**src/rtl/uart_tx_pkg.sv**
```systemverilog
// uart_tx_pkg: register map, bit positions and FSM encoding shared by the
// MMIO UART transmitter and its bench-facing documentation.
// Optional feature macro: UART_TX_PARITY_EN (adds the PARITY state and CTRL.parity_odd).
package uart_tx_pkg;

    // Byte offsets inside the UART window; addr[1:0] is ignored by the decoder.
    localparam logic [3:0] DATA_OFS   = 4'h0;
    localparam logic [3:0] STATUS_OFS = 4'h4;
    localparam logic [3:0] DIV_OFS    = 4'h8;
    localparam logic [3:0] CTRL_OFS   = 4'hC;

    // STATUS bit positions.
    localparam int STAT_BUSY_BIT  = 0;
    localparam int STAT_FULL_BIT  = 1;
    localparam int STAT_EMPTY_BIT = 2;
    localparam int STAT_OVF_BIT   = 3;
    localparam int STAT_COUNT_LSB = 8;

    // CTRL bit positions.
    localparam int CTRL_ENABLE_BIT     = 0;
    localparam int CTRL_CLEAR_BIT      = 1;
    localparam int CTRL_PARITY_ODD_BIT = 2;

    // Transmit FSM encoding; ST_PARITY is only reachable in the parity build.
    typedef enum logic [2:0] {
        ST_IDLE   = 3'd0,
        ST_START  = 3'd1,
        ST_DATA   = 3'd2,
        ST_PARITY = 3'd3,
        ST_STOP   = 3'd4
    } tx_state_e;

    // A programmed divisor of zero behaves like one clock per bit.
    function automatic logic [15:0] eff_div(input logic [15:0] div);
        return (div == 16'd0) ? 16'd1 : div;
    endfunction

endpackage

```
**src/rtl/uart_tx_fifo.sv**
```systemverilog
// uart_tx_fifo: synchronous FIFO with push, pop and a clear that wins over
// both. A push into a full FIFO is accepted only when a pop happens in the
// same cycle. DEPTH must be a power of two (2..256) so the pointers wrap.
module uart_tx_fifo #(
    parameter int DEPTH = 16,
    parameter int WIDTH = 8
) (
    input  logic                   clk,
    input  logic                   resetn,
    input  logic                   push_i,
    input  logic                   pop_i,
    input  logic                   clear_i,
    input  logic [WIDTH-1:0]       wdata_i,
    output logic [WIDTH-1:0]       rdata_o,
    output logic                   full_o,
    output logic                   empty_o,
    output logic [$clog2(DEPTH):0] count_o
);

    localparam int AW = $clog2(DEPTH);
    localparam logic [AW:0]   FULL_CNT = DEPTH[AW:0];
    localparam logic [AW-1:0] PTR_ONE  = 1;
    localparam logic [AW:0]   CNT_ONE  = 1;

    logic [WIDTH-1:0] mem_q [DEPTH];
    logic [AW-1:0]    wr_ptr_q;
    logic [AW-1:0]    rd_ptr_q;
    logic [AW:0]      count_q;
    logic             do_push;
    logic             do_pop;

    assign full_o  = (count_q == FULL_CNT);
    assign empty_o = (count_q == '0);
    assign count_o = count_q;
    assign rdata_o = mem_q[rd_ptr_q];

    assign do_pop  = pop_i && !empty_o;
    assign do_push = push_i && (!full_o || do_pop);

    // Pointer and occupancy bookkeeping; clear discards everything queued.
    // NOTE: sequential state uses non-blocking assignments so every flop samples pre-edge values.
    always_ff @(posedge clk or negedge resetn) begin
        if (!resetn) begin
            wr_ptr_q <= '0;
            rd_ptr_q <= '0;
            count_q  <= '0;
        end else if (clear_i) begin
            wr_ptr_q <= '0;
            rd_ptr_q <= '0;
            count_q  <= '0;
        end else begin
            if (do_push) wr_ptr_q <= wr_ptr_q + PTR_ONE;
            if (do_pop)  rd_ptr_q <= rd_ptr_q + PTR_ONE;
            case ({do_push, do_pop})
                2'b10:   count_q <= count_q + CNT_ONE;
                2'b01:   count_q <= count_q - CNT_ONE;
                default: ;
            endcase
        end
    end

    // Storage write; contents are only meaningful below count_q.
    // NOTE: the storage array has no reset on purpose -- empty/count guard every read, and it stays a plain RAM.
    always_ff @(posedge clk) begin
        if (do_push && !clear_i) mem_q[wr_ptr_q] <= wdata_i;
    end

endmodule

```
**src/rtl/mmio_uart_tx.sv**
```systemverilog
// mmio_uart_tx: memory-mapped 8N1 UART transmitter behind the CPU bus
// decoder. DATA writes feed a TX FIFO, the FSM serialises bytes LSB-first
// with a divisor latched per frame, and STATUS/BAUD_DIV/CTRL read back
// through a registered rdata.
// Optional feature macro: UART_TX_PARITY_EN (even parity bit, CTRL.parity_odd).
module mmio_uart_tx
    import uart_tx_pkg::*;
#(
    parameter int          FIFO_DEPTH = 16,
    parameter logic [15:0] DIV_RESET  = 16'd234
) (
    input  logic        clk,
    input  logic        resetn,
    input  logic        ren,
    input  logic        wen,
    input  logic [3:0]  addr,
    input  logic [31:0] wdata,
    output logic [31:0] rdata,
    output logic        tx
);

    localparam int CNT_W = $clog2(FIFO_DEPTH) + 1;

    // Bus decode
    logic [3:0] reg_ofs;
    logic       rd_sel;
    logic       data_push;
    logic       status_rd;

    assign reg_ofs   = {addr[3:2], 2'b00};
    assign rd_sel    = ren && !wen;
    assign data_push = wen && (reg_ofs == DATA_OFS);
    assign status_rd = rd_sel && (reg_ofs == STATUS_OFS);

    logic unused_bits;
    assign unused_bits = ^{wdata[31:16], addr[1:0]};

    // Configuration / status registers
    logic [15:0] baud_div_q;
    logic        ctrl_enable_q;
    logic        clear_q;
    logic        overflow_q;
    logic [31:0] rdata_q;
`ifdef UART_TX_PARITY_EN
    logic        parity_odd_q;
`endif

    // FIFO interface
    logic             fifo_pop;
    logic             fifo_full;
    logic             fifo_empty;
    logic [7:0]       fifo_head;
    logic [CNT_W-1:0] fifo_count;

    // Transmit FSM state
    tx_state_e   state_q, state_d;
    logic [7:0]  shift_q, shift_d;
    logic [2:0]  bit_idx_q, bit_idx_d;
    logic [15:0] baud_cnt_q, baud_cnt_d;
    logic [15:0] div_lat_q, div_lat_d;
    logic        tx_q, tx_d;
`ifdef UART_TX_PARITY_EN
    logic        parity_q, parity_d;
`endif
    logic        bit_done;
    logic        start_frame;

    uart_tx_fifo #(
        .DEPTH (FIFO_DEPTH),
        .WIDTH (8)
    ) u_fifo (
        .clk     (clk),
        .resetn  (resetn),
        .push_i  (data_push),
        .pop_i   (fifo_pop),
        .clear_i (clear_q),
        .wdata_i (wdata[7:0]),
        .rdata_o (fifo_head),
        .full_o  (fifo_full),
        .empty_o (fifo_empty),
        .count_o (fifo_count)
    );

    // Register writes; clear_fifo is a one-cycle pulse applied on the following edge.
    always_ff @(posedge clk or negedge resetn) begin
        if (!resetn) begin
            baud_div_q    <= DIV_RESET;
            ctrl_enable_q <= 1'b1;
            clear_q       <= 1'b0;
`ifdef UART_TX_PARITY_EN
            parity_odd_q  <= 1'b0;
`endif
        end else begin
            clear_q <= 1'b0;
            if (wen) begin
                case (reg_ofs)
                    DIV_OFS: baud_div_q <= wdata[15:0];
                    CTRL_OFS: begin
                        ctrl_enable_q <= wdata[CTRL_ENABLE_BIT];
                        clear_q       <= wdata[CTRL_CLEAR_BIT];
`ifdef UART_TX_PARITY_EN
                        parity_odd_q  <= wdata[CTRL_PARITY_ODD_BIT];
`endif
                    end
                    default: ;
                endcase
            end
        end
    end

    // Sticky overflow: set by a dropped push, cleared by a STATUS read
    // (writes win over reads, so the two never coincide).
    always_ff @(posedge clk or negedge resetn) begin
        if (!resetn) begin
            overflow_q <= 1'b0;
        end else if (data_push && fifo_full && !fifo_pop && !clear_q) begin
            overflow_q <= 1'b1;
        end else if (status_rd) begin
            overflow_q <= 1'b0;
        end
    end

    // Read mux; fill count is the low 8 bits of the occupancy.
    logic [31:0] rd_word;
    always_comb begin
        // NOTE: every combinational output gets a default first so no path infers a latch.
        rd_word = '0;
        case (reg_ofs)
            STATUS_OFS: begin
                rd_word[STAT_BUSY_BIT]           = (state_q != ST_IDLE);
                rd_word[STAT_FULL_BIT]           = fifo_full;
                rd_word[STAT_EMPTY_BIT]          = fifo_empty;
                rd_word[STAT_OVF_BIT]            = overflow_q;
                rd_word[STAT_COUNT_LSB +: 8]     = 8'(fifo_count);
            end
            DIV_OFS: rd_word[15:0] = baud_div_q;
            CTRL_OFS: begin
                rd_word[CTRL_ENABLE_BIT] = ctrl_enable_q;
`ifdef UART_TX_PARITY_EN
                rd_word[CTRL_PARITY_ODD_BIT] = parity_odd_q;
`endif
            end
            default: ;
        endcase
    end

    // Registered read data: updates only on a read that is not overridden by a write.
    always_ff @(posedge clk or negedge resetn) begin
        if (!resetn) begin
            rdata_q <= '0;
        end else if (rd_sel) begin
            rdata_q <= rd_word;
        end
    end

    assign rdata = rdata_q;

    // A frame starts from IDLE only when enabled, data is queued and no clear is pending.
    assign start_frame = (state_q == ST_IDLE) && ctrl_enable_q && !fifo_empty && !clear_q;
    assign fifo_pop    = start_frame;
    assign bit_done    = (baud_cnt_q == (div_lat_q - 16'd1));

    // Next-state logic: one bit-time per div_lat_q clocks, tx registered with the state.
    always_comb begin
        state_d    = state_q;
        shift_d    = shift_q;
        bit_idx_d  = bit_idx_q;
        baud_cnt_d = baud_cnt_q;
        div_lat_d  = div_lat_q;
`ifdef UART_TX_PARITY_EN
        parity_d   = parity_q;
`endif
        case (state_q)
            ST_IDLE: begin
                if (start_frame) begin
                    state_d    = ST_START;
                    shift_d    = fifo_head;
                    bit_idx_d  = 3'd0;
                    baud_cnt_d = 16'd0;
                    div_lat_d  = eff_div(baud_div_q);
`ifdef UART_TX_PARITY_EN
                    parity_d   = (^fifo_head) ^ parity_odd_q;
`endif
                end
            end
            ST_START: begin
                if (bit_done) begin
                    state_d    = ST_DATA;
                    baud_cnt_d = 16'd0;
                end else begin
                    baud_cnt_d = baud_cnt_q + 16'd1;
                end
            end
            ST_DATA: begin
                if (bit_done) begin
                    baud_cnt_d = 16'd0;
                    if (bit_idx_q == 3'd7) begin
`ifdef UART_TX_PARITY_EN
                        state_d = ST_PARITY;
`else
                        state_d = ST_STOP;
`endif
                    end else begin
                        shift_d   = {1'b0, shift_q[7:1]};
                        bit_idx_d = bit_idx_q + 3'd1;
                    end
                end else begin
                    baud_cnt_d = baud_cnt_q + 16'd1;
                end
            end
`ifdef UART_TX_PARITY_EN
            ST_PARITY: begin
                if (bit_done) begin
                    state_d    = ST_STOP;
                    baud_cnt_d = 16'd0;
                end else begin
                    baud_cnt_d = baud_cnt_q + 16'd1;
                end
            end
`endif
            ST_STOP: begin
                if (bit_done) begin
                    state_d    = ST_IDLE;
                    baud_cnt_d = 16'd0;
                end else begin
                    baud_cnt_d = baud_cnt_q + 16'd1;
                end
            end
            default: state_d = ST_IDLE;
        endcase

        case (state_d)
            ST_START: tx_d = 1'b0;
            ST_DATA:  tx_d = shift_d[0];
`ifdef UART_TX_PARITY_EN
            ST_PARITY: tx_d = parity_d;
`endif
            default:  tx_d = 1'b1;
        endcase
    end

    // FSM registers; reset forces the line idle immediately and abandons any frame.
    always_ff @(posedge clk or negedge resetn) begin
        if (!resetn) begin
            state_q    <= ST_IDLE;
            shift_q    <= '0;
            bit_idx_q  <= '0;
            baud_cnt_q <= '0;
            div_lat_q  <= 16'd1;
            tx_q       <= 1'b1;
`ifdef UART_TX_PARITY_EN
            parity_q   <= 1'b0;
`endif
        end else begin
            state_q    <= state_d;
            shift_q    <= shift_d;
            bit_idx_q  <= bit_idx_d;
            baud_cnt_q <= baud_cnt_d;
            div_lat_q  <= div_lat_d;
            tx_q       <= tx_d;
`ifdef UART_TX_PARITY_EN
            parity_q   <= parity_d;
`endif
        end
    end

    assign tx = tx_q;

endmodule

```
**config.mk**
```make
export PLATFORM = sky130hd
export DESIGN_NAME = mmio_uart_tx
export DESIGN_NICKNAME = d
export VERILOG_FILES = /design/src/rtl/uart_tx_pkg.sv /design/src/rtl/uart_tx_fifo.sv /design/src/rtl/mmio_uart_tx.sv
export SDC_FILE = /design/constraint.sdc
export NUM_CORES = 1
export LEC_CHECK = 0
export BUFFER_PORTS_ARGS = -buffer_cell sky130_fd_sc_hd__buf_2
export CAP_MARGIN = 20
export CORE_ASPECT_RATIO = 2
export CORE_MARGIN = 3
export CORE_UTILIZATION = 50
export DETAILED_ROUTE_END_ITERATION = 6
export GPL_TIMING_DRIVEN = 0
export PLACE_DENSITY = 0.76
export RECOVER_POWER = 100
export SLEW_MARGIN = 5
export SYNTH_ARGS = -nofsm -noshare
export SYNTH_HDL_FRONTEND = slang
export SYNTH_SLANG_ARGS = --single-unit
```
**constraint.sdc**
```tcl
create_clock -name clk -period 4.6 [get_ports clk]
set_input_delay 0.23 -clock clk [delete_from_list [all_inputs] [get_ports clk]]
set_output_delay 0.23 -clock clk [all_outputs]
set_load 0.005 [all_outputs]
```
# == Yosys cells after proc, flatten, opt, wreduce, memory -nomap -nowiden ==
# Memory sizes are Yosys's and may differ from the RTL's.
# Index checks and enable logic that the tools add are counted.
# op_classes
n_mux,35
n_addsub,7
n_eq_ne,16
n_reduce_logical,35
# ops
operator,count
$mux W16,3
$pmux W16 S2,1
$pmux W8 S2,2
$mux W3,8
$mux W8,3
$mux W4,5
$add A16 B1 Y16 const B,1
$eq A16 B16 Y1,1
$logic_not A16 Y1,1
$sub A16 B1 Y16 const B,1
$logic_and A1 B1 Y1,12
$pmux W3 S2,2
$pmux W3 S4,1
$pmux W5 S2,1
$reduce_bool A2 Y1,5
$add A4 B1 Y4 const B,2
$reduce_and A2 Y1,4
$eq A2 B2 Y1 const B,3
$eq A3 B1 Y1 const B,2
$eq A3 B2 Y1 const B,2
$eq A3 B3 Y1 const B,2
$mux W1,6
$ne A2 B2 Y1 const B,3
$reduce_bool A3 Y1,2
other kinds (15),20
# word_totals
mem_bits_rw,128
input_bits,40
output_inout_bits,33
mem_count,1
register_bits,95
word_cells,109
# memory_table
memory,words,width,read_ports,rd_clocked_by_memory_dff,wr,line_no,text
u_fifo.mem_q,16,8,1,0,1,uart_tx_fifo.sv:25,logic [WIDTH-1:0] mem_q [DEPTH];

# == Logic depth before layout (Yosys ltp) ==
# logic_depth
depth_word,10
depth_mapped,13
ltp_nobuf,11

# == Modules after synthesis ==
# Synthesis repeated with hierarchy kept, for this count alone.
# hier_totals
hier_cells,786
area_unflattened_um2,10302.4
# by_module_without_submodules
module,cells_each,instances,area_per_inst_um2
uart_tx_fifo,326,1,5839.4
mmio_uart_tx,460,1,4463.0

# == Least setup slack after synthesis ==
# Ideal clock, no wire load.
# synth_timing
path_type,reg2reg
start,register state_q[2]
end,memory u_fifo.mem_q[7][0] (enable)
arrival_ns,2.976
synth_period_minus_slack_ns,3.370
path_stages_with_launch,10
slack_ns,1.230
setup_time_ns,0.395
cell_sequence,dfrtp_1 clkbuf_1 nor3_1 o211a_1 clkbuf_1 nand2_1 a21oi_1 and2_1 clkbuf_1 nor4bb_1
# synth_via
elab_chain_cells,10
# synth_rtl
element,line_no,text
start: declaration,mmio_uart_tx.sv:56,"tx_state_e state_q, state_d;"
start signal: assignment,mmio_uart_tx.sv:255,state_q <= state_d;
$logic_not A3 Y1,mmio_uart_tx.sv:159,assign start_frame = (state_q == ST_IDLE) && ctrl_enable_q && !fifo_empty && !clear_q;
$logic_and A1 B1 Y1 (3 in a row),mmio_uart_tx.sv:159,
$logic_and A1 B1 Y1,uart_tx_fifo.sv:37,assign do_pop = pop_i && !empty_o;
$logic_or A1 B1 Y1,uart_tx_fifo.sv:38,assign do_push = push_i && (!full_o || do_pop);
$logic_and A1 B1 Y1,uart_tx_fifo.sv:38,
$logic_and A1 B1 Y1,uart_tx_fifo.sv:65,if (do_push && !clear_i) mem_q[wr_ptr_q] <= wdata_i;
$mux W1,uart_tx_fifo.sv:65,
$mux W1 (implied by the code),uart_tx_fifo.sv:65,
end: declaration,uart_tx_fifo.sv:25,
# No other way between the ends.

# == Final worst setup path ==
# layout_timing
start,register state_q[2]
end,memory u_fifo.mem_q[3][2] (enable)
# The elaborated chain is that of the path after synthesis.

==> impl_metrics.env <==
export IMPL_drive_above_1_share=0.1781
export IMPL_path_delay_family="simple AND/OR/NAND/NOR gates"
export IMPL_slew_violations=38
export IMPL_grt_pass1_wl_mm=37.40
export IMPL_synthCells=760
export IMPL_globalRouteOverflowTotal=0
export IMPL_cts_tree="done"
export IMPL_synth_flop_cell="edfxtp_1"
export IMPL_reg2reg_from="state_q[2]$_DFF_PN0_"
export IMPL_clock_latency_ps=490
export IMPL_routed_wl_mm=23.82
export IMPL_drc_errors=0
export IMPL_route_vias_total=6460
export IMPL_die_height_um=209.2
export IMPL_crit_fanout=10
export IMPL_die_area_um2=22510
export IMPL_synth_seq_area_share=0.6037
export IMPL_ys_types=71
export IMPL_cp_num_cells=9
export IMPL_ys_ff_latch=223
export IMPL_grt_usage=0.2160
export IMPL_drt_iter0_drc=374
export IMPL_hold_class="in -> reg"
export IMPL_crit_slowest_cell="nor4bb_1"
export IMPL_worst_setup_path_type="reg -> reg"
export IMPL_synth_top_area_frac=0.3724
export IMPL_cap_violations=1
export IMPL_nNetsFinal=904
export IMPL_cts_buffers=20
export IMPL_grt_use_met2=0.4196
export IMPL_use_met1=0.2273
export IMPL_timing_final_crit_share=0.9363
export IMPL_grt_busiest_layer="met2"
export IMPL_first_pass_iters=5
export IMPL_clk_pin_slew_worst_paths_ps=70
export IMPL_cts_buffer_depth=3
export IMPL_synth_area_um2=10320
export IMPL_placedCellCount=1077
export IMPL_fin_cells=1121
export IMPL_area_delta_synth_final_pct=13.13
export IMPL_p_leak_nw=4.557
export IMPL_postCtsSetupRepairBufs=0
export IMPL_initial_core_util=0.5136
export IMPL_portBuffers=38
export IMPL_die_w_um=107.6
export IMPL_min_from="wen"
export IMPL_setup_ws_ps=292.9
export IMPL_skew_ps=13.06
export IMPL_worst_setup_path_end_kind="flip-flop"
export IMPL_async_reset_ff_frac=0.4260
export IMPL_preCtsSetupSlack_ps=490.7
export IMPL_synth_edf_count=128
export IMPL_hold_depth=2
export IMPL_grt_pass1_vias=6818
export IMPL_fill_cells=1615
export IMPL_core_area_um2=20090
export IMPL_rsz0062_at_grt="no"
export IMPL_tightest_slew_ps=1927
export IMPL_path_cells="clkbuf_1, nor3_1, o211a_1, clkbuf_1, nand2_1, a21o_1, nor2_1, nor4bb_1, clkbuf_1"
export IMPL_diodes=0
export IMPL_fmax_ghz=0.2322
export IMPL_placementRows=73
export IMPL_ios=73
export IMPL_ant_nets=0
export IMPL_avgSynthCellArea_um2=13.58
export IMPL_place_congestion=0.9001
export IMPL_slew_headroom=-0.2848
export IMPL_via_per_inst=5.763
export IMPL_cp_data_arrival_time_ps=4430
export IMPL_crit_buf_inv=3
export IMPL_powerDensity_nw_per_um2=537.7
export IMPL_root_buffer="clkbuf_16"
export IMPL_setup_viol=0
export IMPL_synth_area_leaders="edfxtp_1 (37%), dfrtp_1 (21%), mux4_2 (8.7%), nand2_1 (3.0%), ha_1 (2.1%)"
export IMPL_yosys_warnings=0
export IMPL_fin_crit_ps=4307
export IMPL_synth_top_cell_by_area="edfxtp_1"
export IMPL_clock_sinks=223
export IMPL_cp_data_required_time_ps=4730
export IMPL_antenna_found_initial=0
export IMPL_ctsHoldBuffers=9
export IMPL_hpwl_mm=16.88
export IMPL_crit_path_max_incr_delay_ps=790
export IMPL_grt_met3_usage=0.01978
export IMPL_violations="capacitance limit, slew limit"
export IMPL_peakVddDrop_mv=0.3386
export IMPL_cts_htree_levels=1
export IMPL_cts_resized=0
export IMPL_grt_start_max_net_pins=60
export IMPL_crit_top_cell="clkbuf_1"
export IMPL_outcome="finished with violations"
export IMPL_rr_worst_depth=9
export IMPL_wl_per_cell_um=21.25
export IMPL_hold_viol_final=0
export IMPL_startpoint_type="flip-flop"
export IMPL_startpoint="state_q[2]$_DFF_PN0_"
## sequential cells by signal, indices dropped and copies added, names as in the netlist
name             cells
baud_cnt_q          16
baud_div_q          16
bit_idx_q            3
clear_q              1
ctrl_enable_q        1
div_lat_q           16
overflow_q           1
rdata               16
shift_q              8
state_q              3
tx                   1
u_fifo.count_o       5
u_fifo.mem_q       128
u_fifo.rd_ptr_q      4
u_fifo.wr_ptr_q      4
## kinds of logic (layout without fill, tap and decap cells)
group                    count (synthesis)  count (layout)  share of synthesized area
AND/OR/NAND/NOR                        231             231                     0.1167
flip-flops                             223             223                     0.6037
AO/OA/AOI/OAI                          118             118                    0.07892
buffers and inverters                   70             154                    0.03552
multiplexers                            62              62                     0.1108
XOR/XNOR                                37              37                    0.03140
adder cells (fa/ha/maj)                 18              18                    0.02255
other                                    1              16                  0.0003633
## power breakdown
group          switching, mW  leakage (nW)  total, mW  internal [mW]
sequential             0.282          2.37       2.65           2.37
combinational          0.962          1.82       1.76          0.796
clock                  0.715         0.368       1.87           1.16
## worst paths after layout
path,end,slack (ps)
setup / recovery,u_fifo.mem_q[3][2]$_DFFE_PP_,290
min in group asynchronous,rdata[8]$_DFFE_PN0P_,810
max in group asynchronous,baud_cnt_q[0]$_DFFE_PN0P_,1470
hold reg to reg,rdata[5]$_DFFE_PN0P_,480
hold / removal,clear_q$_DFF_PN0_,130
setup reg to reg,u_fifo.mem_q[3][2]$_DFFE_PP_,290
## stage by stage
step / hold WS (ps) / setup TNS [ps] / utilization / instance area [um2] / total power [mW]
floorplan: -65.59 / 0 / - / 10380 / 3.924
global placement: 458.5 / -5167 / 0.5422 / 10900 / 4.405
detailed placement: 230.6 / 0 / 0.5450 / 10950 / 4.462
CTS: 69.16 / 0 / 0.5869 / 11790 / 6.361
global route: 138.3 / 0 / 0.5811 / 11680 / 6.565
finish: 125.7 / 0 / 0.5811 / 11680 / 6.279
## placed cells by master, fill, tap and decap left out, types with 6 or more instances in the layout
cell           instances
a22o_1                10
buf_1                  6
nand4_1                7
mux2_2                18
clkbuf_1              46
inv_1                 16
buf_4                 17
xnor2_1               16
clkbuf_8               6
conb_1                16
a21o_1                16
dfrtp_1               87
a22oi_1                9
nor2_1                42
or3_1                  6
edfxtp_1             128
clkbuf_16             22
ha_1                  17
dlygate4sd3_1          9
nor3_1                 8
mux4_2                40
xor2_1                21
a21oi_1               20
buf_2                 22
o21ai_0               35
and3_1                16
nand3_1               15
nand2_1               83
nor4_1                 8
dfstp_2                7
## metal layers
layer | share of wire | wire length [um]
met1 | 0.34 | 8124
met2 | 0.58 | 13920
met3 | 0.029 | 697
met4 | 0.046 | 1084
met5 | 0 | 0
## Yosys cell counts (3+ instances only)
| cell type | n |
|---|---|
| and3_1 | 16 |
| a22oi_1 | 9 |
| buf_1 | 7 |
| mux2i_1 | 4 |
| and2_1 | 6 |
| buf_2 | 3 |
| or3_1 | 6 |
| xor2_1 | 21 |
| a22o_1 | 10 |
| nand3_1 | 14 |
| dfrtp_1 | 87 |
| a21oi_1 | 19 |
| nand3b_1 | 3 |
| nand2_1 | 83 |
| and4_1 | 4 |
| or4_1 | 5 |
| a31oi_1 | 4 |
| mux4_2 | 40 |
| xnor2_1 | 16 |
| nor4_1 | 8 |
| nand4_1 | 7 |
| nor2_1 | 42 |
| nand2b_1 | 5 |
| nor3b_1 | 5 |
| mux2_2 | 18 |
| a21o_1 | 16 |
| buf_4 | 17 |
| edfxtp_1 | 128 |
| o21ai_0 | 34 |
| inv_1 | 16 |
| dfstp_2 | 8 |
| ha_1 | 17 |
| nor3_1 | 8 |
| clkbuf_1 | 22 |
| o21bai_1 | 3 |
## layout make-up
class,count,area [um2],area share
clock buffer,28,613.1,0.05251
multi-input combinational,482,3742,0.3205
tap,262,327.8,0.02808
sequential,223,6231,0.5336
buffer,54,299.0,0.02561
clock inverter,7,137.6,0.01179
timing repair buffer,49,265.3,0.02272
inverter,16,60.06,0.005144
Note: power is estimated with default switching activity, not from simulation.
